[config.mk]
export PLATFORM = sky130hd
export DESIGN_NAME = gray_display_ctrl
export DESIGN_NICKNAME = d
export VERILOG_FILES = /design/src/rtl/disp_pkg.sv /design/src/rtl/gray_debounce.sv /design/src/rtl/gray_display_ctrl.sv
export SDC_FILE = /design/constraint.sdc
export NUM_CORES = 1
export LEC_CHECK = 0
export ABC_AREA = 1
export BUFFER_PORTS_ARGS = -buffer_cell sky130_fd_sc_hd__buf_2
export CAP_MARGIN = 20
export CORE_MARGIN = 2
export CORE_UTILIZATION = 59
export CTS_CLUSTER_DIAMETER = 30
export DETAILED_ROUTE_END_ITERATION = 10
export HOLD_SLACK_MARGIN = 0.12
export MAX_ROUTING_LAYER = met4
export PLACE_DENSITY = 0.91
export RECOVER_POWER = 100
export SLEW_MARGIN = 5
export SYNTH_ARGS = -nofsm -noshare
export SYNTH_HDL_FRONTEND = slang
export SYNTH_SLANG_ARGS = --single-unit
[constraint.sdc]
create_clock -name clk -period 2.5 [get_ports clk]
set_clock_uncertainty 0.1 [all_clocks]
set_input_delay 0.375 -clock clk [delete_from_list [all_inputs] [get_ports clk]]
set_output_delay 0.375 -clock clk [all_outputs]
set_load 0.005 [all_outputs]
[src/rtl/disp_pkg.sv]
// Shared types, segment codes and Gray decode for the switch-to-display path.
package disp_pkg;

  localparam int unsigned VAL_W = 4;
  localparam int unsigned SEG_W = 7;
  localparam int unsigned AN_W  = 2;

  // Which digit the scan is currently driving.
  typedef enum logic {
    UNITS = 1'b0,
    TENS  = 1'b1
  } digit_e;

  // Active-low {g,f,e,d,c,b,a}; all segments off.
  localparam logic [SEG_W-1:0] SEG_BLANK = 7'h7F;

  localparam logic [SEG_W-1:0] SEG_CODE [0:9] = '{
    7'b1000000, 7'b1111001, 7'b0100100, 7'b0110000, 7'b0011001,
    7'b0010010, 7'b0000010, 7'b1111000, 7'b0000000, 7'b0010000
  };

  // Gray to binary: each binary bit is the XOR of all Gray bits at or above it.
  function automatic logic [VAL_W-1:0] gray2bin(input logic [VAL_W-1:0] g);
    logic [VAL_W-1:0] b;
    b[VAL_W-1] = g[VAL_W-1];
    for (int i = int'(VAL_W) - 2; i >= 0; i--) begin
      b[i] = b[i+1] ^ g[i];
    end
    return b;
  endfunction

endpackage

[src/rtl/gray_debounce.sv]
// Two-flop synchronizer and debounce filter producing the accepted binary value.
module gray_debounce
  import disp_pkg::*;
#(
  parameter int unsigned DEBOUNCE_CYCLES = 4
) (
  input  logic             clk,
  input  logic             rst_n,
  input  logic [VAL_W-1:0] gray,
  output logic [VAL_W-1:0] value,
  output logic             update
);

  localparam int unsigned CNT_W = (DEBOUNCE_CYCLES > 1) ? $clog2(DEBOUNCE_CYCLES) : 1;
  localparam logic [CNT_W-1:0] CNT_MAX = CNT_W'(DEBOUNCE_CYCLES - 1);

  logic [VAL_W-1:0] sync1;
  logic [VAL_W-1:0] sync2;
  logic [VAL_W-1:0] cand;
  logic [CNT_W-1:0] cnt;

  // Bring the asynchronous switch inputs into the clock domain.
  always_ff @(posedge clk or negedge rst_n) begin
    if (!rst_n) begin
      sync1 <= '0;
      sync2 <= '0;
    end else begin
      sync1 <= gray;
      sync2 <= sync1;
    end
  end

  // Any change restarts the window; a full stable window accepts the code once.
  always_ff @(posedge clk or negedge rst_n) begin
    if (!rst_n) begin
      cand   <= '0;
      cnt    <= '0;
      value  <= '0;
      update <= 1'b0;
    end else begin
      update <= 1'b0;
      if (sync2 != cand) begin
        cand <= sync2;
        cnt  <= '0;
      end else if (cnt == CNT_MAX) begin
        if (gray2bin(cand) != value) begin
          value  <= gray2bin(cand);
          update <= 1'b1;
        end
      end else begin
        cnt <= cnt + CNT_W'(1);
      end
    end
  end

endmodule

[src/rtl/gray_display_ctrl.sv]
// Gray switch decode with binary LEDs and a two-digit multiplexed 7-segment display.
module gray_display_ctrl
  import disp_pkg::*;
#(
  parameter int unsigned DEBOUNCE_CYCLES = 4,
  parameter int unsigned SCAN_CYCLES     = 8
) (
  input  logic             clk,
  input  logic             rst_n,
  input  logic [VAL_W-1:0] gray_i,
  output logic [VAL_W-1:0] leds_o,
  output logic [VAL_W-1:0] value_o,
  output logic             update_o,
  output logic [SEG_W-1:0] seg_o,
  output logic [AN_W-1:0]  an_o
);

  localparam int unsigned SCAN_W = (SCAN_CYCLES > 1) ? $clog2(SCAN_CYCLES) : 1;
  localparam logic [SCAN_W-1:0] SCAN_MAX = SCAN_W'(SCAN_CYCLES - 1);

  logic [VAL_W-1:0]  value;
  logic              update;
  logic              tens;
  logic [VAL_W-1:0]  units;
  digit_e            state_q;
  digit_e            state_d;
  logic [SCAN_W-1:0] scan_cnt_q;
  logic [SCAN_W-1:0] scan_cnt_d;
  logic [SEG_W-1:0]  seg_d;
  logic [AN_W-1:0]   an_d;

  gray_debounce #(
    .DEBOUNCE_CYCLES(DEBOUNCE_CYCLES)
  ) u_debounce (
    .clk   (clk),
    .rst_n (rst_n),
    .gray  (gray_i),
    .value (value),
    .update(update)
  );

  assign leds_o   = value;
  assign value_o  = value;
  assign update_o = update;

  // Decimal split of 0..15 without a divider.
  assign tens  = (value >= VAL_W'(10));
  assign units = tens ? (value - VAL_W'(10)) : value;

  // Scan state and dwell counter.
  always_ff @(posedge clk or negedge rst_n) begin
    if (!rst_n) begin
      state_q    <= UNITS;
      scan_cnt_q <= '0;
    end else begin
      state_q    <= state_d;
      scan_cnt_q <= scan_cnt_d;
    end
  end

  // Next scan state and the digit drive for the current state.
  always_comb begin
    state_d    = state_q;
    scan_cnt_d = scan_cnt_q + SCAN_W'(1);
    seg_d      = SEG_BLANK;
    an_d       = 2'b11;
    if (scan_cnt_q == SCAN_MAX) begin
      scan_cnt_d = '0;
    end
    case (state_q)
      UNITS: begin
        an_d  = 2'b10;
        seg_d = SEG_CODE[units];
        if (scan_cnt_q == SCAN_MAX) state_d = TENS;
      end
      TENS: begin
        an_d  = 2'b01;
        seg_d = tens ? SEG_CODE[1] : SEG_BLANK;
        if (scan_cnt_q == SCAN_MAX) state_d = UNITS;
      end
      default: begin
        state_d = UNITS;
      end
    endcase
  end

  // Registered pin drive; the tens anode stays on even when blanked.
  always_ff @(posedge clk or negedge rst_n) begin
    if (!rst_n) begin
      seg_o <= SEG_BLANK;
      an_o  <= 2'b11;
    end else begin
      seg_o <= seg_d;
      an_o  <= an_d;
    end
  end

endmodule

==> qor.csv <==
stage;metric;value;unit
run_status;outcome;completed;
global_routing;antenna_found_initial;0;
hold_path;hp-class;register to register;
global_routing;grt_usage;22.7;%
pwr;p_sw;211;uW
finish;drive_gt1_share;25.8;%
clock_tree;cts_buffers;5;
pwr;p_comb_share;6.3;%
floorplanning;boundaryPins;24;
worst_setup_path;end_kind;register;
drt;drt.antenna.violating_nets;0;
pwr;post-layout-total-power;901;uW
worst_setup_path;cp_slowest_cell;dfrtp_1;
floorplanning;num_rows;18;
sta;finalCritPeriodShare;77.8;%
sta;final.min_clock_period;1940;ps
sta;rsz0062_at_grt;no;
pwr;leakagePower;0.787;nW
drt;routed_wl;2.42;mm
sta;fmax;0.514;GHz
global_routing;grt_pass1_wl;4.42;mm
drt;routed.top_layer;met4;
drt;dr_wl_met2;1.29;mm
clock_tree;clock_latency;330;ps
yosys;ys_types;29;
yosys;netlist_instances;136;
sta;tightest_slew;669;ps
sta;final-setup-viol-count;0;
sta;final_hold_viol_count;0;
finish;multi_input_area;513;um^2
global_routing;grt_overflow;0;
floorplanning;start_util;60.7;%
worst_setup_path;path_max_fanout;7;
global_routing;grt_pass1_vias;1021;
yosys;yosysSeqAreaShare;55.5;%
drt;routed-wl-met3;125;um
pwr;vdd_drop_max;0.000402;V
worst_setup_path;worstPathCellList;inv_1 -> ha_1 -> inv_1 -> o21ai_1 -> inv_4 -> o21ai_2 -> o21bai_2 -> o21ai_2;
worst_setup_path;cp-start-kind;register;
placement;dp_hpwl;1.74;mm
floorplanning;die_w;53.8;um
clock_tree;cts-htree-levels;2;
yosys;syn_nets;149;
floorplanning;die_area;2890;um^2
sta;postLayoutSetupSlackWorst;556;ps
finish;nNetsFinal;175;
sta;fin_tns_setup;0;ps
worst_setup_path;cp_top_family;compound AO/OA/AOI/OAI gates;
pwr;p_int;690;uW
sta;finalMaxSlewViolations;0;
worst_setup_path;worst_path_largest_cell_delay;450;ps
yosys;synth.cell_area;1460;um^2
yosys;syn_area_per_cell;10.8;um^2
finish;layout_common_cells;23 x dfrtp_1, 22 x nand2_1, 15 x clkbuf_1, 13 x inv_1, 10 x nand3_1;
floorplanning;dieHeight;53.8;um
clock_tree;clk_pin_slew_worst_paths;100;ps
worst_setup_path;worstPathRequired;2660;ps
clock_tree;cts.sinks;32;
worst_setup_path;crit_arrival;2100;ps
drt;drt_iter0_drc;24;
finish;layout_commonest_cell;dfrtp_1;
worst_setup_path;worstSetupPathType;register to register;
sta;fin_hold_ws;252;ps
global_routing;grt_max_degree;33;
drt;via_per_inst;5.13;
placement;port-buffer-count;23;
yosys;yosys_warnings;0;
drt;wl_per_cell;12.5;um
yosys;ys_ff_latch;32;
finish;fillerInstances;178;
clock_tree;cts-root-buf;clkbuf_4;
finish;num_antenna_cells;0;
placement;dp_slack;751;ps
worst_setup_path;worst-path-buf-inv;3;
finish;area_growth;11.8;%
drt;vias;991;
drt;drc_errors;0;
clock_tree;max-clock-path-buffers;2;
floorplanning;core;2410;um^2
pwr;powerDensity;551;nW/um^2
sta;slew-limit-headroom;55.4;%
drt;dr.pass1.iters;4;
placement;gp_congestion;0.838;
pwr;swShare;23.4;%
clock_tree;cts_tree;built;
finish;ff_latch_area;812;um^2
pwr;pwr-share-seq;59.7;%
run;drv_cap;0;
clock_tree;cts_setup_buffers;0;
worst_setup_path;ff2ff_setup_slack;560;ps
pwr;clockPowerShare;34.0;%
drt;wl_met1;978;um
==> power by group through the flow <==
stage               Combinational, mW  Clock, mW  Sequential [mW]
finish                         0.0566      0.306            0.538
floorplan                      0.0386          0            0.545
global route                   0.0629      0.344            0.540
CTS                            0.0586      0.319            0.538
global placement               0.0493          0            0.547
detailed placement             0.0524          0            0.548
==> cells in the mapped netlist <==
master,instances,area [um^2]
a21oi_1,3,15.0
buf_4,4,30.0
buf_6,1,11.3
clkbuf_1,4,15.0
dfrtp_1,23,576
dfstp_2,9,236
ha_1,7,87.6
inv_1,13,48.8
inv_2,2,7.51
inv_4,1,6.26
nand2_1,22,82.6
nand2_2,4,25.0
nand2_4,1,11.3
nand3_1,9,45.0
nand3_2,2,20.0
nand3_4,2,35.0
nand4_1,1,6.26
nor2_1,4,15.0
nor2_2,1,6.26
nor2_4,1,11.3
nor3_1,1,5.00
o21ai_0,6,30.0
o21ai_1,1,5.00
o21ai_2,4,35.0
o21ai_4,1,16.3
o21bai_2,1,11.3
o31ai_1,1,7.51
xnor2_1,5,43.8
xor2_1,2,17.5
==> stage by stage <==
| stage | area [um^2] | std cells | utilization [%] |
|---|---|---|---|
| after floorplan | 1460 | 136 | - |
| after global placement | 1560 | 180 | 64.7 |
| after detailed placement | 1560 | 180 | 64.7 |
| after CTS | 1670 | 193 | 69.4 |
| after global routing | 1640 | 193 | 67.9 |
| final | 1640 | 193 | 67.9 |
==> timing repair <==
action | in CTS | in global routing
hold endpoints to repair | 27 | 0
resized for setup | 0 | 0
hold buffers | 5 | 0
==> per-layer routing <==
layer	up-vias	track usage, %
met5	-	-
met4	0	11.1
met3	4	7.50
met2	30	36.0
met1	476	25.7
li1	481	-
==> cell type report <==
class                           count  share of cell area [%]
Tap cell                           30                    2.30
Timing Repair Buffer               28                    9.03
Sequential cell                    32                    49.7
Inverter                           16                    3.83
Clock inverter                      1                   0.459
Multi-Input combinational cell     79                    31.4
Clock buffer                        7                    3.37
==> logic make-up (layout without fill, tap and decap cells) <==
| group | after synthesis | in the layout | share of synthesized area, % |
|---|---|---|---|
| AOI/OAI and AO/OA | 17 | 17 | 8.21 |
| xor gates and xnor gates | 7 | 7 | 4.19 |
| adders and majority gates | 7 | 7 | 5.99 |
| buffers and inverters | 25 | 52 | 8.13 |
| DFF | 32 | 32 | 55.5 |
| and+or+nand+nor | 48 | 48 | 18.0 |
==> final timing paths <==
path,start,to,cells after the start
worst max-delay path,u_debounce.value[1],seg_o[3],8
worst min-delay path,u_debounce.sync1[0],u_debounce.sync2[0],0
worst max register to register,u_debounce.value[1],seg_o[3],8
worst min register to register,u_debounce.sync1[0],u_debounce.sync2[0],0
max in group asynchronous,rst_n,u_debounce.cand[1],2
min in group asynchronous,rst_n,u_debounce.update,2
==> worst reg2reg max path, cell delays in order (launching register included) <==
cell and delay (ps):
dfrtp_1 450, inv_1 100, ha_1 280, inv_1 40, o21ai_1 390, inv_4 90, o21ai_2 190, o21bai_2 160
o21ai_2 60
==> flip-flops by register name, summed over array words and instances (netlist names) <==
name / flops
u_debounce.update: 1
an_o: 2
u_debounce.cand: 4
u_debounce.cnt: 2
u_debounce.sync2: 4
state_q: 1
scan_cnt_q: 3
u_debounce.value: 4
seg_o: 7
u_debounce.sync1: 4
No activity file was read; power rests on OpenSTA's default activity.
